===== src/rtl/sys_cmd_master_if.sv =====
// sys_cmd_master_if: command, UART byte and response bundle
// master side is the command initiator, slave side its environment
interface sys_cmd_master_if;

   // command request
   logic       CMD_VALID;
   logic       CMD_READY;
   logic [1:0] CMD_TYPE;
   logic [7:0] CMD_ADDR;
   logic [7:0] CMD_DATA;
   logic [7:0] CMD_OP_A;
   logic [7:0] CMD_OP_B;
   logic [3:0] CMD_FUN;

   // frame bytes to the UART transmitter
   logic [7:0] TX_DATA;
   logic       TX_VALID;
   logic       TX_READY;

   // response bytes from the UART receiver
   logic [7:0] RX_DATA;
   logic       RX_VALID;

   // result
   logic [15:0] RSP_DATA;
   logic        RSP_VALID;
   logic        RSP_TIMEOUT;
   logic        BUSY;

   modport master (
      input  CMD_VALID, CMD_TYPE, CMD_ADDR, CMD_DATA,
      input  CMD_OP_A, CMD_OP_B, CMD_FUN,
      output CMD_READY,
      output TX_DATA, TX_VALID,
      input  TX_READY,
      input  RX_DATA, RX_VALID,
      output RSP_DATA, RSP_VALID, RSP_TIMEOUT, BUSY
   );

   modport slave (
      output CMD_VALID, CMD_TYPE, CMD_ADDR, CMD_DATA,
      output CMD_OP_A, CMD_OP_B, CMD_FUN,
      input  CMD_READY,
      input  TX_DATA, TX_VALID,
      output TX_READY,
      output RX_DATA, RX_VALID,
      input  RSP_DATA, RSP_VALID, RSP_TIMEOUT, BUSY
   );

endinterface


===== src/rtl/sys_cmd_master.sv =====
// sys_cmd_master: serialises one command into a UART frame and collects the response.
// Define SYS_CMD_TIMEOUT_EN to build the inter-byte response timeout.
module sys_cmd_master #(
   parameter int TIMEOUT_CYCLES = 65535,
   parameter int CNT_W          = $clog2(TIMEOUT_CYCLES + 1)
) (
   input  logic             CLK,
   input  logic             RST,
   sys_cmd_master_if.master bus
);

   typedef enum logic [1:0] {
      S_IDLE,
      S_SEND,
      S_WAIT_RSP,
      S_DONE
   } state_t;

   localparam logic [1:0] T_WR  = 2'b00;
   localparam logic [1:0] T_RD  = 2'b01;
   localparam logic [1:0] T_ALU = 2'b10;

   state_t      state_q;

   // latched command
   logic [1:0]  type_q;
   logic [7:0]  addr_q;
   logic [7:0]  data_q;
   logic [7:0]  opa_q;
   logic [7:0]  opb_q;
   logic [3:0]  fun_q;

   // frame and response progress
   logic [1:0]  idx_q;
   logic        rx_cnt_q;
   logic [7:0]  lo_q;

   // registered outputs
   logic [7:0]  tx_data_q;
   logic        tx_valid_q;
   logic [15:0] rsp_data_q;
   logic        rsp_valid_q;

`ifdef SYS_CMD_TIMEOUT_EN
   localparam logic [CNT_W-1:0] TO_LAST = CNT_W'(TIMEOUT_CYCLES - 1);
   logic [CNT_W-1:0] cnt_q;
   logic             rsp_to_q;
`endif

   // frame decode for the byte following the current one
   logic [1:0]  nidx;
   logic [1:0]  last_idx;
   logic [7:0]  next_byte;

   function automatic logic [7:0] hdr(input logic [1:0] t);
      logic [7:0] h;
      unique case (t)
         2'b00:   h = 8'hAA;
         2'b01:   h = 8'hBB;
         2'b10:   h = 8'hCC;
         default: h = 8'hDD;
      endcase
      return h;
   endfunction

   // pick the frame length and the next payload byte from the latched command
   always_comb begin
      nidx      = idx_q + 2'd1;
      last_idx  = 2'd1;
      next_byte = 8'h00;
      unique case (type_q)
         2'b00: begin
            last_idx  = 2'd2;
            next_byte = (nidx == 2'd1) ? addr_q : data_q;
         end
         2'b01: begin
            last_idx  = 2'd1;
            next_byte = addr_q;
         end
         2'b10: begin
            last_idx  = 2'd3;
            if (nidx == 2'd1)
               next_byte = opa_q;
            else if (nidx == 2'd2)
               next_byte = opb_q;
            else
               next_byte = {4'h0, fun_q};
         end
         default: begin
            last_idx  = 2'd1;
            next_byte = {4'h0, fun_q};
         end
      endcase
   end

   // command FSM: accept, send frame, collect response, report
   always_ff @(posedge CLK or negedge RST) begin
      if (!RST) begin
         state_q     <= S_IDLE;
         type_q      <= 2'b00;
         addr_q      <= 8'h00;
         data_q      <= 8'h00;
         opa_q       <= 8'h00;
         opb_q       <= 8'h00;
         fun_q       <= 4'h0;
         idx_q       <= 2'd0;
         rx_cnt_q    <= 1'b0;
         lo_q        <= 8'h00;
         tx_data_q   <= 8'h00;
         tx_valid_q  <= 1'b0;
         rsp_data_q  <= 16'h0000;
         rsp_valid_q <= 1'b0;
`ifdef SYS_CMD_TIMEOUT_EN
         cnt_q       <= '0;
         rsp_to_q    <= 1'b0;
`endif
      end else begin
         rsp_valid_q <= 1'b0;
`ifdef SYS_CMD_TIMEOUT_EN
         rsp_to_q    <= 1'b0;
`endif
         unique case (state_q)
            S_IDLE: begin
               if (bus.CMD_VALID) begin
                  type_q     <= bus.CMD_TYPE;
                  addr_q     <= bus.CMD_ADDR;
                  data_q     <= bus.CMD_DATA;
                  opa_q      <= bus.CMD_OP_A;
                  opb_q      <= bus.CMD_OP_B;
                  fun_q      <= bus.CMD_FUN;
                  idx_q      <= 2'd0;
                  tx_data_q  <= hdr(bus.CMD_TYPE);
                  tx_valid_q <= 1'b1;
                  state_q    <= S_SEND;
               end
            end

            S_SEND: begin
               if (tx_valid_q && bus.TX_READY) begin
                  if (idx_q == last_idx) begin
                     tx_valid_q <= 1'b0;
                     rx_cnt_q   <= 1'b0;
`ifdef SYS_CMD_TIMEOUT_EN
                     cnt_q      <= '0;
`endif
                     if (type_q == T_WR) begin
                        rsp_data_q <= 16'h0000;
                        state_q    <= S_DONE;
                     end else begin
                        state_q    <= S_WAIT_RSP;
                     end
                  end else begin
                     idx_q     <= nidx;
                     tx_data_q <= next_byte;
                  end
               end
            end

            S_WAIT_RSP: begin
               if (bus.RX_VALID) begin
`ifdef SYS_CMD_TIMEOUT_EN
                  cnt_q <= '0;
`endif
                  if (type_q == T_RD) begin
                     rsp_data_q <= {8'h00, bus.RX_DATA};
                     state_q    <= S_DONE;
                  end else if (!rx_cnt_q) begin
                     lo_q     <= bus.RX_DATA;
                     rx_cnt_q <= 1'b1;
                  end else begin
                     rsp_data_q <= {bus.RX_DATA, lo_q};
                     rx_cnt_q   <= 1'b0;
                     state_q    <= S_DONE;
                  end
               end
`ifdef SYS_CMD_TIMEOUT_EN
               else if (cnt_q == TO_LAST) begin
                  rsp_to_q <= 1'b1;
                  rx_cnt_q <= 1'b0;
                  state_q  <= S_IDLE;
               end else begin
                  cnt_q <= cnt_q + CNT_W'(1);
               end
`endif
            end

            S_DONE: begin
               rsp_valid_q <= 1'b1;
               state_q     <= S_IDLE;
            end

            default: state_q <= S_IDLE;
         endcase
      end
   end

   assign bus.CMD_READY = (state_q == S_IDLE);
   assign bus.BUSY      = (state_q != S_IDLE);
   assign bus.TX_DATA   = tx_data_q;
   assign bus.TX_VALID  = tx_valid_q;
   assign bus.RSP_DATA  = rsp_data_q;
   assign bus.RSP_VALID = rsp_valid_q;
`ifdef SYS_CMD_TIMEOUT_EN
   assign bus.RSP_TIMEOUT = rsp_to_q;
`else
   assign bus.RSP_TIMEOUT = 1'b0;
`endif

   // ALU type constant kept for readability of the decode above
   logic unused_alu;
   assign unused_alu = (type_q == T_ALU);

endmodule


===== src/flat_wrapper.sv =====
// flat-port wrapper written by rule: the top's interface ports become plain ports
module sys_cmd_master_flat 
#(
   parameter int TIMEOUT_CYCLES = 65535,
   parameter int CNT_W          = $clog2(TIMEOUT_CYCLES + 1)
)
  (CLK, RST, bus_CMD_VALID, bus_CMD_TYPE, bus_CMD_ADDR, bus_CMD_DATA, bus_CMD_OP_A, bus_CMD_OP_B, bus_CMD_FUN, bus_CMD_READY, bus_TX_DATA, bus_TX_VALID, bus_TX_READY, bus_RX_DATA, bus_RX_VALID, bus_RSP_DATA, bus_RSP_VALID, bus_RSP_TIMEOUT, bus_BUSY);
  sys_cmd_master_if bus_i ();
  input  logic CLK;
  input  logic RST;
  input wire logic [$bits(bus_i.CMD_VALID)-1:0] bus_CMD_VALID;
  input wire logic [$bits(bus_i.CMD_TYPE)-1:0] bus_CMD_TYPE;
  input wire logic [$bits(bus_i.CMD_ADDR)-1:0] bus_CMD_ADDR;
  input wire logic [$bits(bus_i.CMD_DATA)-1:0] bus_CMD_DATA;
  input wire logic [$bits(bus_i.CMD_OP_A)-1:0] bus_CMD_OP_A;
  input wire logic [$bits(bus_i.CMD_OP_B)-1:0] bus_CMD_OP_B;
  input wire logic [$bits(bus_i.CMD_FUN)-1:0] bus_CMD_FUN;
  output wire logic [$bits(bus_i.CMD_READY)-1:0] bus_CMD_READY;
  output wire logic [$bits(bus_i.TX_DATA)-1:0] bus_TX_DATA;
  output wire logic [$bits(bus_i.TX_VALID)-1:0] bus_TX_VALID;
  input wire logic [$bits(bus_i.TX_READY)-1:0] bus_TX_READY;
  input wire logic [$bits(bus_i.RX_DATA)-1:0] bus_RX_DATA;
  input wire logic [$bits(bus_i.RX_VALID)-1:0] bus_RX_VALID;
  output wire logic [$bits(bus_i.RSP_DATA)-1:0] bus_RSP_DATA;
  output wire logic [$bits(bus_i.RSP_VALID)-1:0] bus_RSP_VALID;
  output wire logic [$bits(bus_i.RSP_TIMEOUT)-1:0] bus_RSP_TIMEOUT;
  output wire logic [$bits(bus_i.BUSY)-1:0] bus_BUSY;
  assign bus_i.CMD_VALID = bus_CMD_VALID;
  assign bus_i.CMD_TYPE = bus_CMD_TYPE;
  assign bus_i.CMD_ADDR = bus_CMD_ADDR;
  assign bus_i.CMD_DATA = bus_CMD_DATA;
  assign bus_i.CMD_OP_A = bus_CMD_OP_A;
  assign bus_i.CMD_OP_B = bus_CMD_OP_B;
  assign bus_i.CMD_FUN = bus_CMD_FUN;
  assign bus_CMD_READY = bus_i.CMD_READY;
  assign bus_TX_DATA = bus_i.TX_DATA;
  assign bus_TX_VALID = bus_i.TX_VALID;
  assign bus_i.TX_READY = bus_TX_READY;
  assign bus_i.RX_DATA = bus_RX_DATA;
  assign bus_i.RX_VALID = bus_RX_VALID;
  assign bus_RSP_DATA = bus_i.RSP_DATA;
  assign bus_RSP_VALID = bus_i.RSP_VALID;
  assign bus_RSP_TIMEOUT = bus_i.RSP_TIMEOUT;
  assign bus_BUSY = bus_i.BUSY;
  sys_cmd_master #(.TIMEOUT_CYCLES(TIMEOUT_CYCLES), .CNT_W(CNT_W)) u_core (.CLK(CLK), .RST(RST), .bus(bus_i));
endmodule

===== config.mk =====
export PLATFORM = sky130hd
export DESIGN_NAME = sys_cmd_master_flat
export DESIGN_NICKNAME = d
export VERILOG_FILES = /design/src/rtl/sys_cmd_master_if.sv /design/src/rtl/sys_cmd_master.sv /design/src/flat_wrapper.sv
export SDC_FILE = /design/constraint.sdc
export NUM_CORES = 1
export LEC_CHECK = 0
export CORE_MARGIN = 5
export CORE_UTILIZATION = 51
export DETAILED_ROUTE_END_ITERATION = 16
export GPL_TIMING_DRIVEN = 1
export MAX_ROUTING_LAYER = met4
export PLACE_DENSITY_LB_ADDON = 0.08
export SLEW_MARGIN = 20
export SYNTH_ARGS = -nofsm -noshare
export SYNTH_HDL_FRONTEND = slang
export SYNTH_SLANG_ARGS = --single-unit

===== constraint.sdc =====
create_clock -name CLK -period 2.5 [get_ports CLK]
set_input_delay 0.5 -clock CLK [delete_from_list [all_inputs] [get_ports CLK]]
set_output_delay 0.5 -clock CLK [all_outputs]
set_load 0.05 [all_outputs]

==> flow_summary.ini, run 1 <==
[status]
status = completed

[critical_path]
cp-end-kind = register
r2r_slack_ns = 0.25
reg2reg_from = u_core.state_q[0]
cp-startpoint = u_core.state_q[0]
worstSetupStartpointType = register
crit_type = register to register
reg2reg_depth = 7
path_cells = inv_1 -> ha_1 -> nand2b_1 -> a2bb2oi_1 -> o22ai_2 -> nand2_4 -> mux2_1
cp.required_ns = 2.72
worst_ep_arrival_time_ns = 2.47
critPathMaxFanout = 16
reg2reg_to = u_core.bus.RSP_DATA[1]
slowest_delay_ns = 0.47
slowest_stage = ha_1

[clock_tree]
numClockSinks = 77
clk_path_buf_depth = 2
numCtsBuffers = 9
ctsResizeCount = 0
insertion_delay_ns = 0.34
htree_levels = 3
root_buffer = clkbuf_8
cts_hold_buf = 0
cts_tree = done
cts.clk_slew.worst_paths_ns = 0.08
post-cts-setup-buffers = 0

[floorplan]
coreArea_um2 = 7210
row_count = 31
die_w_um = 95.6
die_area_um2 = 9150
start_util_pct = 51.8
ioPinCount = 80
fp.dieH_um = 95.6

[timing]
max-slew-margin-rel_pct = 36.0
finalSetupViolCount = 0
fin_crit_sh_pct = 90.0
clock_skew_ns = 0.0113
rsz0062_at_grt = false
setup_tns_ns = 0
max_freq_mhz = 445
maxSlewViolCount = 0
max_slew.worst_pin.slew_ns = 0.959
fin_crit_ns = 2.25
hold_viol_final = 0

[grt]
grt_max_degree = 78
antenna_found_initial = 0
grt-ovfl-total = 0
grt_pass1_wl_mm = 13.7
grt_pass1_vias = 2882
gr-usage-all-layers_pct = 20.0

[cells_and_area]
multi_input_area_um2 = 1670
regArea_um2 = 1930
stdcell_area_um2 = 4830
drive_gt1_share_pct = 21.6
fillers = 610
n_antenna_cell = 0
layout.nets = 461
area_growth_pct = 29.2

[logic_synthesis]
synth_nets = 380
synth-seq-cells = 77
synth_cell_types = 52
async_reset_ff_share_pct = 100
synth_common_cells = dfrtp_1 (77), mux2_2 (47), nand2_1 (34)
ys_seq_area_share_pct = 51.5
syn-cell-area_um2 = 3740
synth-edff-count = 0
yosys.area.top_type = dfrtp_1
synth_cells = 322
synth_area_leaders = dfrtp_1 (52%), mux2_2 (14%), nand2_1 (3.4%)
yosysWarnings = 0
synth_flop_cell = dfrtp_1
synth_top_area_share_pct = 51.5
syn_area_per_cell_um2 = 11.6
synth.most_common_cell = dfrtp_1

[place]
place.gp.congestion = 0.774
port_buffers = 78
dp_hpwl_mm = 6.07
dpl-instance-area_um2 = 4620

[power_and_ir_drop]
internal_power_w = 0.00375
clock_power_share_pct = 16.3
sequentialPowerShare_pct = 34.2
leakagePower_nw = 2.07
power_frac_comb_pct = 49.5
p_sw_w = 0.00253
vdd_ir_drop_max_mv = 0.582
power_density_nw_per_um2 = 1300
sw_frac_of_total_pct = 40.3

[route]
drt_pass1_iterations = 4
wire_per_inst_um = 16.2
vias_per_cell = 5.40
drt-total-wl_mm = 8.20
drt_iter0_drc = 174
drcViolationCount = 0
via_count = 2736
ant_nets = 0

[run]
cap_violations = 0

[hold_path]
hold_class = input port to async pin
==> metal layers <==
layer	part of all wire (%)	track usage, %	up-vias
met2	52	33.2	73
met1	42	24.2	1355
met4	0.66	7.35	0
met5	0	-	-
li1	-	-	1303
met3	5.5	3.79	5
==> per-stage QoR <==
step | setup WS (ns) | power, W | hold slack, ns | util, % | cells
final | 0.251 | 0.00628 | 0.283 | 67.0 | 507
after global routing | 0.104 | 0.00670 | 0.390 | 67.0 | 507
after CTS | 0.218 | 0.00634 | 0.345 | 67.0 | 507
after detailed placement | 0.239 | 0.00530 | 0.486 | 64.0 | 491
after global placement | 0.290 | 0.00520 | 0.478 | 64.0 | 491
after floorplan | 0.204 | 0.00437 | 0.204 | - | 322
==> worst max path at each step <==
stage	slack [ns]	to
floorplan	0.20	u_core.state_q[1]
global placement	0.29	u_core.bus.RSP_DATA[0]
detailed placement	0.24	u_core.bus.RSP_DATA[1]
CTS	0.22	u_core.bus.RSP_DATA[1]
global route	0.10	u_core.idx_q[0]
finish	0.25	u_core.bus.RSP_DATA[1]
==> cell type report <==
| class | count | share of cell area (%) |
|---|---|---|
| Timing Repair Buffer | 89 | 17.7 |
| Sequential cell | 77 | 39.9 |
| Inverter | 10 | 0.777 |
| Clock buffer | 11 | 2.72 |
| Multi-Input combinational cell | 216 | 34.6 |
| Tap cell | 99 | 2.56 |
| Clock inverter | 5 | 1.73 |
==> worst max-delay path, delay by kind of cell, from the launching register on <==
family / cells / cell delay, ns
buffers and inverters: 1 / 0.15
multiplexers: 1 / 0.35
AO/OA/AOI/OAI: 2 / 0.33
flip-flops: 1 / 0.42
adder cells (fa/ha/maj): 1 / 0.47
AND/OR/NAND/NOR: 2 / 0.40
==> registers in the layout, summed over array words and instances (netlist names) <==
| signal | count |
|---|---|
| u_core.addr_q | 8 |
| u_core.bus.RSP_DATA | 16 |
| u_core.bus.RSP_VALID | 1 |
| u_core.bus.TX_DATA | 8 |
| u_core.bus.TX_VALID | 1 |
| u_core.data_q | 8 |
| u_core.fun_q | 4 |
| u_core.idx_q | 2 |
| u_core.lo_q | 8 |
| u_core.opa_q | 8 |
| u_core.opb_q | 8 |
| u_core.rx_cnt_q | 1 |
| u_core.state_q | 2 |
| u_core.type_q | 2 |
==> power by group through the flow <==
stage | Sequential [W] | Clock, W | Combinational, W
floorplan | 0.00254 | 0 | 0.00183
detailed placement | 0.00218 | 0 | 0.00312
CTS | 0.00215 | 0.00105 | 0.00314
global route | 0.00223 | 0.00109 | 0.00337
global placement | 0.00215 | 0 | 0.00305
finish | 0.00215 | 0.00102 | 0.00311
==> layout by cell type, fill, tap and decap left out, types with 2 or more instances in the layout <==
master	count
mux2_2	47
bufinv_16	2
o22a_1	2
or3_1	3
mux2_4	2
a31oi_1	2
o221a_2	2
nand2_1	34
a21oi_1	15
clkdlybuf4s50_1	75
clkbuf_1	2
a21boi_0	8
nor3b_1	2
nor3_1	5
nor2_1	16
a22o_1	9
mux2i_1	5
ha_1	7
o21ai_0	13
o221ai_1	2
a222oi_1	2
clkinvlp_4	2
clkbuf_8	9
a31o_1	2
mux2_1	7
dfrtp_1	77
inv_1	10
buf_4	14
nor2b_1	2
nand2b_1	5
==> logic make-up (layout without fill, tap and decap cells) <==
logic type               after synthesis  in the layout  share of synthesized area, %
AO/OA/AOI/OAI                         68             68                          13.2
XOR/XNOR                               1              1                         0.435
multiplexers                          61             61                          18.4
flip-flops                            77             77                          51.5
AND/OR/NAND/NOR                       78             78                          10.3
buffers and inverters                 29            115                          3.71
adder cells (fa/ha/maj)                7              7                          2.34
other                                  1              1                         0.100
Power figures use the tool's default switching activity.
==> run 2: changes to the inputs <==
--- a/config.mk
+++ b/config.mk
@@ -7,6 +7,7 @@
 export LEC_CHECK = 0
 export CORE_MARGIN = 5
 export CORE_UTILIZATION = 51
+export CTS_CLUSTER_SIZE = 10
 export DETAILED_ROUTE_END_ITERATION = 16
 export GPL_TIMING_DRIVEN = 1
 export MAX_ROUTING_LAYER = met4
==> results of run 2 <==
The final DEF is identical to that of run 1; final timing and power are the same.
==> run 3: changes to the inputs <==
--- a/config.mk
+++ b/config.mk
@@ -7,7 +7,7 @@
 export LEC_CHECK = 0
 export CORE_MARGIN = 5
 export CORE_UTILIZATION = 51
-export CTS_CLUSTER_SIZE = 10
+export CTS_CLUSTER_SIZE = 8
 export DETAILED_ROUTE_END_ITERATION = 16
 export GPL_TIMING_DRIVEN = 1
 export MAX_ROUTING_LAYER = met4
==> results of run 3 <==
The final DEF is identical to that of run 1; final timing and power are the same.
